### src/rtl/clause_load_sequencer.sv
// Clause load sequencer: streams clause coefficient words from the formula
// memory into the UnsatisfiedClauses registers, enables the loaded checkers
// for a settle window, then samples the formula satisfaction result.
module clause_load_sequencer #(
  parameter int MAXIMUM_BIT_WIDTH_OF_INTEGER_COEFFICIENT    = 4,
  parameter int MAXIMUM_BIT_WIDTH_OF_BOOLEAN_COEFFICIENT    = 2,
  parameter int MAXIMUM_BIT_WIDTH_OF_INTEGER_VARIABLE_INDEX = 1,
  parameter int MAXIMUM_BIT_WIDTH_OF_BOOLEAN_VARIABLE_INDEX = 1,
  parameter int MAXIMUM_BIT_WIDTH_OF_CLAUSES_INDEX          = 1,
  parameter int CHECK_SETTLE_CYCLES                         = 2,
  localparam int IW = (2**MAXIMUM_BIT_WIDTH_OF_INTEGER_VARIABLE_INDEX + 1) *
                      MAXIMUM_BIT_WIDTH_OF_INTEGER_COEFFICIENT,
  localparam int BW = MAXIMUM_BIT_WIDTH_OF_BOOLEAN_COEFFICIENT *
                      2**MAXIMUM_BIT_WIDTH_OF_BOOLEAN_VARIABLE_INDEX,
  localparam int CW = MAXIMUM_BIT_WIDTH_OF_CLAUSES_INDEX,
  localparam int NC = 2**CW
) (
  input  logic          in_clk,
  input  logic          in_reset,
  input  logic          in_start,
  input  logic [CW:0]   in_num_clauses,
  output logic [CW-1:0] out_mem_addr,
  output logic          out_mem_read_enable,
  input  logic [IW-1:0] in_mem_integer_data,
  input  logic [BW-1:0] in_mem_boolean_data,
  output logic [IW-1:0] out_clause_coefficients_integer,
  output logic [BW-1:0] out_clause_coefficients_boolean,
  output logic [CW-1:0] out_clause_index,
  output logic          out_clause_write_enable,
  output logic [NC-1:0] out_checker_enable,
  input  logic          in_satisfied,
  output logic          out_busy,
  output logic          out_done,
  output logic          out_formula_satisfied
);

  localparam logic [CW:0]   NC_COUNT    = (CW+1)'(NC);
  localparam logic [CW-1:0] IDX_MAX     = CW'(NC - 1);
  localparam logic [3:0]    SETTLE_LOAD = 4'(CHECK_SETTLE_CYCLES);

  typedef enum logic [2:0] {
    ST_IDLE   = 3'd0,
    ST_READ   = 3'd1,
    ST_WRITE  = 3'd2,
    ST_SETTLE = 3'd3,
    ST_CHECK  = 3'd4,
    ST_DONE   = 3'd5
  } state_t;

  state_t        r_state;
  state_t        w_state_nxt;
  logic [CW-1:0] r_idx;
  logic [CW:0]   r_num;
  logic [3:0]    r_settle;
  logic [IW-1:0] r_coef_int;
  logic [BW-1:0] r_coef_bool;
  logic [CW-1:0] r_clause_index;
  logic          r_formula_sat;
  logic [CW:0]   w_num_clamped;
  logic          w_last;
  logic [NC-1:0] w_mask;

  // Clamp the requested clause count, detect the last clause, build the enable mask.
  always_comb begin
    w_num_clamped = in_num_clauses;
    if (in_num_clauses > NC_COUNT) begin
      w_num_clamped = NC_COUNT;
    end else begin
      w_num_clamped = in_num_clauses;
    end
    // The IDX_MAX term keeps idx from ever wrapping, independent of r_num.
    w_last = ({1'b0, r_idx} == (r_num - (CW+1)'(1))) || (r_idx == IDX_MAX);
    w_mask = {NC{1'b0}};
    for (int i = 0; i < NC; i++) begin
      w_mask[i] = ((CW+1)'(i) < r_num);
    end
  end

  // State register.
  always_ff @(posedge in_clk or negedge in_reset) begin
    if (!in_reset) begin
      r_state <= ST_IDLE;
    end else begin
      r_state <= w_state_nxt;
    end
  end

  // Next-state decode.
  always_comb begin
    w_state_nxt = r_state;
    case (r_state)
      ST_IDLE: begin
        if (in_start) begin
          if (in_num_clauses == {(CW+1){1'b0}}) begin
            w_state_nxt = ST_DONE;
          end else begin
            w_state_nxt = ST_READ;
          end
        end else begin
          w_state_nxt = ST_IDLE;
        end
      end
      ST_READ:  w_state_nxt = ST_WRITE;
      ST_WRITE: begin
        if (w_last) begin
          w_state_nxt = ST_SETTLE;
        end else begin
          w_state_nxt = ST_READ;
        end
      end
      ST_SETTLE: begin
        if (r_settle <= 4'd1) begin
          w_state_nxt = ST_CHECK;
        end else begin
          w_state_nxt = ST_SETTLE;
        end
      end
      ST_CHECK: w_state_nxt = ST_DONE;
      ST_DONE:  w_state_nxt = ST_IDLE;
      default:  w_state_nxt = ST_IDLE;
    endcase
  end

  // Clause counter, settle counter, held coefficient/index values and sampled result.
  always_ff @(posedge in_clk or negedge in_reset) begin
    if (!in_reset) begin
      r_idx          <= {CW{1'b0}};
      r_num          <= {(CW+1){1'b0}};
      r_settle       <= 4'd0;
      r_coef_int     <= {IW{1'b0}};
      r_coef_bool    <= {BW{1'b0}};
      r_clause_index <= {CW{1'b0}};
      r_formula_sat  <= 1'b0;
    end else begin
      case (r_state)
        ST_IDLE: begin
          if (in_start) begin
            r_idx <= {CW{1'b0}};
            r_num <= w_num_clamped;
            // An empty formula is trivially satisfied.
            if (in_num_clauses == {(CW+1){1'b0}}) begin
              r_formula_sat <= 1'b1;
            end
          end
        end
        ST_WRITE: begin
          r_coef_int     <= in_mem_integer_data;
          r_coef_bool    <= in_mem_boolean_data;
          r_clause_index <= r_idx;
          if (w_last) begin
            r_settle <= SETTLE_LOAD;
          end else begin
            r_idx <= r_idx + CW'(1);
          end
        end
        ST_SETTLE: r_settle <= r_settle - 4'd1;
        ST_CHECK:  r_formula_sat <= in_satisfied;
        default: ;
      endcase
    end
  end

  // Output decode from the registered state; WRITE forwards memory data directly
  // because it only becomes valid in that cycle.
  always_comb begin
    out_mem_addr                    = r_idx;
    out_mem_read_enable             = 1'b0;
    out_clause_coefficients_integer = r_coef_int;
    out_clause_coefficients_boolean = r_coef_bool;
    out_clause_index                = r_clause_index;
    out_clause_write_enable         = 1'b0;
    out_checker_enable              = {NC{1'b0}};
    out_busy                        = (r_state != ST_IDLE);
    out_done                        = 1'b0;
    out_formula_satisfied           = r_formula_sat;
    case (r_state)
      ST_READ: out_mem_read_enable = 1'b1;
      ST_WRITE: begin
        out_clause_coefficients_integer = in_mem_integer_data;
        out_clause_coefficients_boolean = in_mem_boolean_data;
        out_clause_index                = r_idx;
        out_clause_write_enable         = 1'b1;
      end
      ST_SETTLE: out_checker_enable = w_mask;
      ST_CHECK:  out_checker_enable = w_mask;
      ST_DONE:   out_done           = 1'b1;
      default: ;
    endcase
  end

endmodule

### config.mk
export PLATFORM = sky130hd
export DESIGN_NAME = clause_load_sequencer
export DESIGN_NICKNAME = d
export VERILOG_FILES = /design/src/rtl/clause_load_sequencer.sv
export SDC_FILE = /design/constraint.sdc
export NUM_CORES = 1
export LEC_CHECK = 0
export ABC_AREA = 1
export CAP_MARGIN = 15
export CORE_UTILIZATION = 43
export CTS_CLUSTER_SIZE = 24
export DETAILED_ROUTE_END_ITERATION = 8
export PLACE_DENSITY = 0.78
export RECOVER_POWER = 100
export SLEW_MARGIN = 20
export SYNTH_ARGS = -nofsm -noshare
export SYNTH_HDL_FRONTEND = slang
export SYNTH_SLANG_ARGS = --single-unit
### constraint.sdc
create_clock -name in_clk -period 1.85 [get_ports in_clk]
set_input_delay 0.2775 -clock in_clk [delete_from_list [all_inputs] [get_ports in_clk]]
set_output_delay 0.2775 -clock in_clk [all_outputs]
set_load 0.02 [all_outputs]
# --- Word level (Yosys, flattened, before mapping) ---
# Cells that the tools add are included.
classes:
  muxes: 21
  n_lt_le_gt_ge: 4
  eq_ne: 10
  add_sub_neg: 3
  n_reduce_logical: 12
ops:
  columns: ["operator", "count"]
  rows:
  - ["3-bit case mux with 5 select lines", 1]
  - ["12-bit 2-to-1 mux", 1]
  - ["3-bit 2-to-1 mux", 3]
  - ["1-bit 2-to-1 mux", 8]
  - ["4-bit 2-to-1 mux", 2]
  - ["2-bit inequality test (second input constant)", 4]
  - ["4-bit case mux with 2 select lines", 1]
  - ["3-bit by 2-bit == test with 1-bit output (second input constant)", 2]
  - ["3-bit == test (second input constant)", 2]
  - ["2-bit 2-to-1 mux", 3]
  - ["3-bit AND reduction", 2]
  - ["2-bit nonzero test", 3]
  - ["4-bit by 1-bit less-or-equal comparator with 1-bit output (second input constant)", 1]
  - ["1-bit by 2-bit < comparator with 1-bit output (first input constant)", 2]
  - ["1-bit case mux with 2 select lines", 2]
  - ["2-bit AND reduction", 2]
  - ["4-bit by 1-bit subtractor with 4-bit output (second input constant)", 1]
  - ["3-bit by 1-bit == test with 1-bit output (second input constant)", 1]
  - ["3-bit logical NOT", 1]
  - ["3-bit nonzero test", 1]
  - ["1-bit by 2-bit == test with 1-bit output", 1]
  - ["2-bit > comparator (second input constant)", 1]
  - ["2-bit logical NOT", 1]
  - ["2-bit OR reduction", 1]
  - ["other kinds (3)", 3]
totals:
  elab_cells: 58
  reg_bits: 28

# --- Logic depth before layout (Yosys ltp) ---
# Gate-level depths: netlist of run 1.
depth:
  ltp_word: 5
  depth_mapped: 8

# --- Worst setup path after synthesis of run 1 ---
# No wires, ideal clock.
synth_timing:
  path_kind: "flip-flop to output port"
  startpoint: "reg r_state[0]"
  endpoint: "out out_checker_enable[1]"
  required_time_ps: 1572
  arrival_time_ps: 1264
  stages_incl_launch_ff: 6
  slack_ps: 308
  n_path_buf: 0
  path_cell_list: "dfrtp_1 nor2_1 nand2_1 nand2_1 inv_1 nor3_1"
synth_between:
  elab_chain_cells: 3
  word_cells_on_any_way: 4
  classes_between: "eq/ne: 2; mux: 1; reduce/logical: 1"
synth_rtl:
  columns: ["element", "line_no", "text"]
  rows:
  - ["start, declared", "50", "state_t r_state;"]
  - ["start signal, assigned", "84", "r_state <= w_state_nxt;"]
  - ["3-bit == test / 3-bit by 2-bit == test with 1-bit output (equally long branches)", "176", "case (r_state)"]
  - ["2-bit OR reduction (no source line) (*)", null, null]
  - ["2-bit 2-to-1 mux (*)", "176", null]
  - ["end, declared", "30", "output logic [NC-1:0] out_checker_enable,"]
# Every way passes the cells marked *; elsewhere a longest branch is shown, timed or not.

# --- Worst setup path after layout of run 1 ---
layout_timing:
  startpoint: "reg r_state[2]"
  endpoint: "out out_clause_coefficients_integer[2]"
layout_between:
  elab_chain_cells: 2
layout_rtl:
  columns: ["element", "line_no", "text"]
  rows:
  - ["3-bit by 2-bit == test with 1-bit output", "176", null]
  - ["12-bit 2-to-1 mux", "176", null]
  - ["end, declared", "26", "output logic [IW-1:0] out_clause_coefficients_integer,"]
# No other way between the ends.

==> out/results.tsv, run 1 <==
stage	metric	value	unit
status	status	finished, final reports clean	
routing	dr.pass1.iters	4	
setup_path	largest_delay_contributor_family_on_the_critical_path	flip-flops	
timing	finalClockSkew	0.003923	ns
setup_path	regToRegSetupSlack	0.33	ns
routing	m1WireLength	1209	um
clock_tree	cts_tree	done	
cells_and_area	antenna-diode-count	0	
setup_path	critical_path_required	1.57	ns
cells_and_area	mostFrequentLayoutCell	sky130_fd_sc_hd__nand2_1	
cells_and_area	nets	242	
routing	met2RoutedLength	1544	um
timing	max-slew-margin-rel	0.5282	
timing	min_clock_period_post_route	1.814	ns
pwr	clock_power_share	0.084	
logic_synthesis	synth.top_cell.area_share	0.5496	
grt	grtUsageTotal	0.1857	
logic_synthesis	post_synth.cell_area_avg	8.226	sq um
pwr	worst_ir_drop_vdd	1.295	mV
worst_hold_path	whs_endpoint	r_coef_int[9]$_DFF_PN0_	
clock_tree	holdBufCountCts	0	
routing	routed-via-count	1175	
placement	placed_inst_area	0.001807	sq mm
setup_path	critPathCaptureType	output pin	
logic_synthesis	yosysSeqAreaShare	0.5496	
clock_tree	cts-buffers-inserted	3	
floorplanning	design.die.area	0.003187	sq mm
grt	first_global_vias	1162	
placement	port-buffer-count	46	
cells_and_area	instances_no_fill	246	
routing	topRoutingLayerUsed	met4	
timing	rsz0062_at_grt	yes	
logic_synthesis	synth.lib_cells_used.distinct	17	
logic_synthesis	yosysWarnings	0	
pwr	power.density_cell_area	1982	mW/mm^2
pwr	switching_power	1.712	mW
setup_path	path_max_fanout	9	
timing	worst_slew_pin_slew	0.7077	ns
grt	globalRouteOverflowTotal	0	
placement	placedCellCount	237	
timing	setup_violations	0	
setup_path	timing.reg2reg.worst_path_depth	7	
floorplanning	die_w	56.45	um
floorplanning	ioPinCount	47	
floorplanning	dieHeight	56.45	um
setup_path	timing.critical_path.slowest_cell_delay	0.45	ns
routing	routed_wire_length_per_instance	12.17	um
clock_tree	htree_num_levels	1	
worst_hold_path	timing.hold.worst.start	in_mem_integer_data[9]	
pwr	power.share.switching	0.4650	
setup_path	timing_worst_setup_path_type	register to output pin	
floorplanning	start_util	0.4584	
run	max-cap-violations	0	
logic_synthesis	post_synth_inst_count	155	
worst_hold_path	min_delay_path_depth	3	
timing	finalCritPeriodShare	0.9803	
routing	routed_wl	2994	um
floorplanning	floorplan.core_area	0.002781	sq mm
pwr	internal-power	1.969	mW
setup_path	cp_num_buf_inv	2	
clock_tree	ctsRootBufferMaster	sky130_fd_sc_hd__clkbuf_4	
cells_and_area	most-common-layout-cells	78 x sky130_fd_sc_hd__nand2_1, 28 x sky130_fd_sc_hd__dfrtp_1, 20 x sky130_fd_sc_hd__clkdlybuf4s50_1	
logic_synthesis	synth_top_area_cell	sky130_fd_sc_hd__dfrtp_1	
routing	post-route-drc-count	0	
pwr	comb_power_share	0.628	
pwr	totalPowerFinal	3.681	mW
setup_path	worst_r2r_startpoint	r_num[1]$_DFFE_PN0N_	
logic_synthesis	synth.ff_latch_count	28	
setup_path	worst_path_max_delay_cell	sky130_fd_sc_hd__dfrtp_1	
pwr	cellLeakagePower	1.017	nW
logic_synthesis	synthesis.nets	181	
cells_and_area	final_layout_size_suffix_gt1_frac	0.2000	
timing	hold_viol	0	
placement	place.gp.congestion	0.8444	
routing	postRouteAntennaNets	0	
grt	pin_count_of_the_biggest_net_entering_global_routing	29	
logic_synthesis	synth_area	0.001275	sq mm
cells_and_area	final_design_area_no_fill	0.001857	sq mm
cells_and_area	area_delta_synth_final	45.63	%
worst_hold_path	timing.hold.worst.class	input pin to register	
clock_tree	clkSlewWorstSetupHoldPaths	0.15	ns
timing	fmax	551.4	MHz
grt	grt_pass1_wl	4629	um
setup_path	worst_setup_path_start_kind	register	
setup_path	rr_endpoint	r_settle[1]$_DFFE_PN0P_	
setup_path	crit_path_cell_trace	nor2_4 -> nand2_4 -> clkbuf_16 -> nand2_1 -> nand2_1 -> buf_2	
clock_tree	worstSkewPairLatency	0.34	ns
placement	post-dp-hpwl	2107	um
routing	drt_iter0_markers	42	
logic_synthesis	post_synth_main_area_contributors	sky130_fd_sc_hd__dfrtp_1 55%, sky130_fd_sc_hd__nand2_1 23%, sky130_fd_sc_hd__ha_1 3.9%	
routing	post_dr_vias_cell	4.776	
setup_path	cp_common_cell	sky130_fd_sc_hd__nand2_1	
floorplanning	fp-row-count	19	
pwr	power.sequential.fraction	0.288	
setup_path	timing.critical_path.arrival	1.54	ns
grt	grt_antenna_before_repair	0	
clock_tree	cts_sinks	28	
clock_tree	cts.path.max_buffers	2	
routing	route.met3.wl	211	um
timing	finalMaxSlewViolations	0	
-- synthesized netlist by cell type, drive strengths merged --
master and number:
nand2 79, dfrtp 28, inv 14, nand3 7, o21ai 7, nor2 6, ha 4, buf 3
nand4 2, nor3 2, o21bai 1, or2 1, xor2 1
-- state kept, by name, indices dropped and copies added (netlist names) --
signal,cells
r_settle,4
r_state,3
out_formula_satisfied,1
r_coef_bool,4
r_coef_int,12
r_clause_index,1
out_mem_addr,1
r_num,2
-- cell families after synthesis --
kind of cell	synth area share
AO/OA/AOI/OAI	0.03337
buffers and inverters	0.06280
AND/OR/NAND/NOR	0.3081
flip-flops	0.5496
XOR/XNOR	0.006871
adder cells (fa/ha/maj)	0.03926
-- worst register-to-register path: cells and delay by family, from the launching register on --
| kind | cells | cell delay [ns] |
|---|---|---|
| flip-flops | 1 | 0.42 |
| AO/OA/AOI/OAI | 1 | 0.37 |
| AND/OR/NAND/NOR | 4 | 0.33 |
| adder cells (fa/ha/maj) | 1 | 0.24 |
| buffers and inverters | 1 | 0.12 |
-- final cells by class --
type | count | area [sq um]
Multi-Input combinational cell | 110 | 504.2
Fill cell | 241 | 924.6
Sequential cell | 28 | 700.7
Inverter | 14 | 60.06
Clock buffer | 4 | 36.28
Tap cell | 31 | 38.79
Timing Repair Buffer | 59 | 516.7
-- metrics by stage --
step                hold WS [ns]  TNS (ns)  setup slack [ns]  utilization
global placement          0.4560   -0.9318          -0.06863       0.6496
CTS                       0.3060         0           0.02553       0.6437
global route              0.4694   -0.3822          -0.05860       0.6676
finish                    0.4680         0           0.03637       0.6676
floorplan               -0.01809         0            0.3084            -
detailed placement        0.4582    -1.734           -0.1239       0.6496
-- timing repair --
item                                    CTS  global route
endpoints found under the setup margin   23            22
gates resized for setup                  87            23
setup buffers                             2             2
cloned                                    0             1
pin swaps                                 2             2
-- worst max-delay path by stage --
stage / start / to / slack (ns) / cells past startpoint
4_1_cts: r_state[1]$_DFF_PN0_ / out_checker_enable[0] / 0.03 / 7
2_1_floorplan: r_state[0]$_DFF_PN0_ / out_checker_enable[1] / 0.31 / 5
6_report: r_state[2]$_DFF_PN0_ / out_clause_coefficients_integer[2] / 0.04 / 6
3_5_place_dp: r_state[2]$_DFF_PN0_ / out_clause_coefficients_integer[6] / -0.12 / 6
3_3_place_gp: r_state[2]$_DFF_PN0_ / out_clause_coefficients_boolean[1] / -0.07 / 6
5_1_grt: r_state[2]$_DFF_PN0_ / out_clause_coefficients_integer[2] / -0.06 / 6
-- layer usage --
| metal | track usage | up-vias |
|---|---|---|
| li1 | - | 594 |
| met1 | 0.2067 | 536 |
| met2 | 0.3345 | 42 |
| met3 | 0.03917 | 3 |
| met4 | 0.08711 | 0 |
| met5 | 0 | - |
-- power by group through the flow --
| stage | clock network (mW) | registers, mW | logic, mW |
|---|---|---|---|
| after floorplan | 0 | 1.07 | 1.31 |
| final | 0.309 | 1.06 | 2.31 |
| after detailed placement | 0 | 1.07 | 2.32 |
| after global placement | 0 | 1.05 | 2.27 |
| after CTS | 0.313 | 1.06 | 2.12 |
| after global routing | 0.339 | 1.09 | 2.53 |
No activity file was read; power rests on OpenSTA's default activity.
==> inputs of run 2 (changes only) <==
Settings changed: GPL_ROUTABILITY_DRIVEN from default to 0.
==> results of run 2 <==
Final layout, timing and power as in run 1 (identical DEF).
==> inputs of run 3 (changes only) <==
Settings changed: CORE_MARGIN from default to 2.
==> out/results.tsv, run 3 (synthesized netlist as in run 1, its figures left out) <==
stage	metric	value	unit	change
status	status	finished, final reports clean		unchanged
floorplanning	floorplan.core_area	0.002781	sq mm	unchanged
routing	routed_wl	3740	um	was 2994 um
routing	routed_wire_length_per_instance	14.84	um	was 12.17 um
cells_and_area	final_layout_size_suffix_gt1_frac	0.3348		was 0.2000
timing	finalClockSkew	0.01027	ns	was 0.003923 ns
setup_path	path_max_fanout	8		was 9
grt	grtUsageTotal	0.2103		was 0.1857
clock_tree	cts.path.max_buffers	2		unchanged
setup_path	timing.critical_path.arrival	1.55	ns	was 1.54 ns
routing	drt_iter0_markers	62		was 42
floorplanning	fp-row-count	19		unchanged
grt	grt_pass1_wl	5423	um	was 4629 um
clock_tree	cts_sinks	28		unchanged
cells_and_area	utilization	0.7476		was 0.6676
cells_and_area	reg.largest.list	r_coef_int (12), r_coef_bool (4), r_settle (4)		unchanged
pwr	power.density_cell_area	2144	mW/mm^2	was 1982 mW/mm^2
cells_and_area	most-common-layout-cells	56 x sky130_fd_sc_hd__nand2_1, 28 x sky130_fd_sc_hd__dfrtp_1, 22 x sky130_fd_sc_hd__clkdlybuf4s50_1		was 78 x sky130_fd_sc_hd__nand2_1, 28 x sky130_fd_sc_hd__dfrtp_1, 20 x sky130_fd_sc_hd__clkdlybuf4s50_1
timing	finalCritPeriodShare	0.9885		was 0.9803
grt	globalRouteOverflowTotal	0		unchanged
routing	post_dr_vias_cell	5.020		was 4.776
cells_and_area	nets	248		was 242
cells_and_area	mostFrequentLayoutCell	sky130_fd_sc_hd__nand2_1		unchanged
clock_tree	ctsRootBufferMaster	sky130_fd_sc_hd__clkbuf_4		unchanged
grt	pin_count_of_the_biggest_net_entering_global_routing	29		unchanged
timing	fin_hold_ws	0.4924	ns	was 0.4680 ns
clock_tree	cts_tree	done		unchanged
cells_and_area	largest_register_ff_count	12		unchanged
cells_and_area	max_flop_register	r_coef_int		unchanged
timing	setup_violations	0		unchanged
cells_and_area	area_delta_synth_final	63.10	%	was 45.63%
run	max-cap-violations	0		unchanged
pwr	worst_ir_drop_vdd	2.113	mV	was 1.295 mV
clock_tree	worstSkewPairLatency	0.33	ns	was 0.34 ns
clock_tree	clkSlewWorstSetupHoldPaths	0.16	ns	was 0.15 ns
placement	pre_cts_ws	-0.1695	ns	was -0.1239 ns
cells_and_area	area.sequential	700.7	sq um	unchanged
timing	max-slew-margin-rel	0.5417		was 0.5282
timing	rsz0062_at_grt	yes		unchanged
grt	first_global_vias	1291		was 1162
timing	finalMaxSlewViolations	0		unchanged
cells_and_area	multi_input_area	591.8	sq um	was 504.2 sq um
grt	grt_antenna_before_repair	0		unchanged
clock_tree	cts-buffers-inserted	3		unchanged
floorplanning	start_util	0.4584		unchanged
setup_path	worst_setup_path_start_kind	register		unchanged
setup_path	critPathCaptureType	output pin		unchanged
pwr	cellLeakagePower	1.103	nW	was 1.017 nW
timing	postLayoutSetupSlackWorst	0.02132	ns	was 0.03637 ns
routing	postRouteAntennaNets	0		unchanged
floorplanning	ioPinCount	47		unchanged
floorplanning	die_w	58.45	um	was 56.45 um
clock_tree	htree_num_levels	1		unchanged
timing	min_clock_period_post_route	1.829	ns	was 1.814 ns
floorplanning	design.die.area	0.003416	sq mm	was 0.003187 sq mm
routing	dr.pass1.iters	4		unchanged
cells_and_area	antenna-diode-count	0		unchanged
cells_and_area	final.fill_count	200		was 241
setup_path	critical_path_required	1.57	ns	about the same
placement	port-buffer-count	46		unchanged
routing	routed-via-count	1265		was 1175
worst_hold_path	timing.hold.worst.class	input pin to asynchronous set/reset pin		was input pin to register
timing	hold_viol	0		unchanged
timing	fmax	546.8	MHz	was 551.4 MHz
timing	worst_slew_pin_slew	0.6874	ns	was 0.7077 ns
placement	post-dp-hpwl	2324	um	was 2107 um
routing	post-route-drc-count	0		unchanged
setup_path	timing_worst_setup_path_type	register to output pin		unchanged
floorplanning	dieHeight	58.45	um	was 56.45 um
-- run 3: worst paths after layout --
kind | from | to | slack (ns) | cells past startpoint
worst min-delay path | in_reset | r_state[1]$_DFF_PN0_ | 0.49 | 2
min in group in_clk | out_formula_satisfied$_DFFE_PN0P_ | out_formula_satisfied$_DFFE_PN0P_ | 0.50 | 2
worst max-delay path | r_state[1]$_DFF_PN0_ | out_clause_coefficients_boolean[1] | 0.02 | 8
worst min register to register | out_formula_satisfied$_DFFE_PN0P_ | out_formula_satisfied$_DFFE_PN0P_ | 0.50 | 2
max in group asynchronous | in_reset | r_coef_int[7]$_DFF_PN0_ | 0.91 | 2
worst max register to register | r_num[0]$_DFFE_PN0N_ | r_settle[3]$_DFFE_PN0P_ | 0.23 | 7
-- run 3: final cells by class --
cell class                 instances  share of cell area
multi-input combinational        110              0.2846
clock buffer                       3             0.01083
inverter                          14             0.02768
timing repair inverter             1            0.007822
tap                               31             0.01865
clock inverter                     1             0.01444
timing repair buffer              64              0.2990
sequential                        28              0.3369
-- run 3: through the flow --
stage	setup TNS, ns	instance area (sq um)	power, mW	std cells
global route	-0.4257	2079	4.747	252
finish	0	2079	4.459	252
CTS	0	1848	3.750	247
floorplan	0	1275	2.382	155
global placement	-0.9870	1814	3.346	238
detailed placement	-2.244	1814	3.443	238
-- run 3: report_power, final --
group	total [mW]	internal, mW	switching (mW)
clock network	0.402	0.219	0.183
logic	2.98	1.33	1.66
registers	1.07	0.912	0.161
total	4.46	2.46	2.00
-- run 3: critical path: stages (launching register included) --
cell,delay (ns)
sky130_fd_sc_hd__dfrtp_1,0.42
sky130_fd_sc_hd__inv_2,0.09
sky130_fd_sc_hd__nor2_4,0.05
sky130_fd_sc_hd__nand2_4,0.15
sky130_fd_sc_hd__buf_6,0.15
sky130_fd_sc_hd__clkinv_8,0.08
sky130_fd_sc_hd__nand2_2,0.07
sky130_fd_sc_hd__nand2_2,0.07
sky130_fd_sc_hd__buf_6,0.13
-- run 3: routing by layer --
metal	wire length (um)	track usage	vias up
met3	260	0.04615	6
met5	0	0	-
met1	1370	0.2398	598
met2	2060	0.3868	49
li1	-	-	612
met4	48	0.06977	0
-- run 3: what timing repair did --
action,4_1_cts,5_1_grt
setup buffers,4,4
setup endpoints to repair,23,23
endpoints found under the hold margin,0,0
pin swaps,1,5
cloned,1,1
hold buffers,0,0
resized for setup,96,72
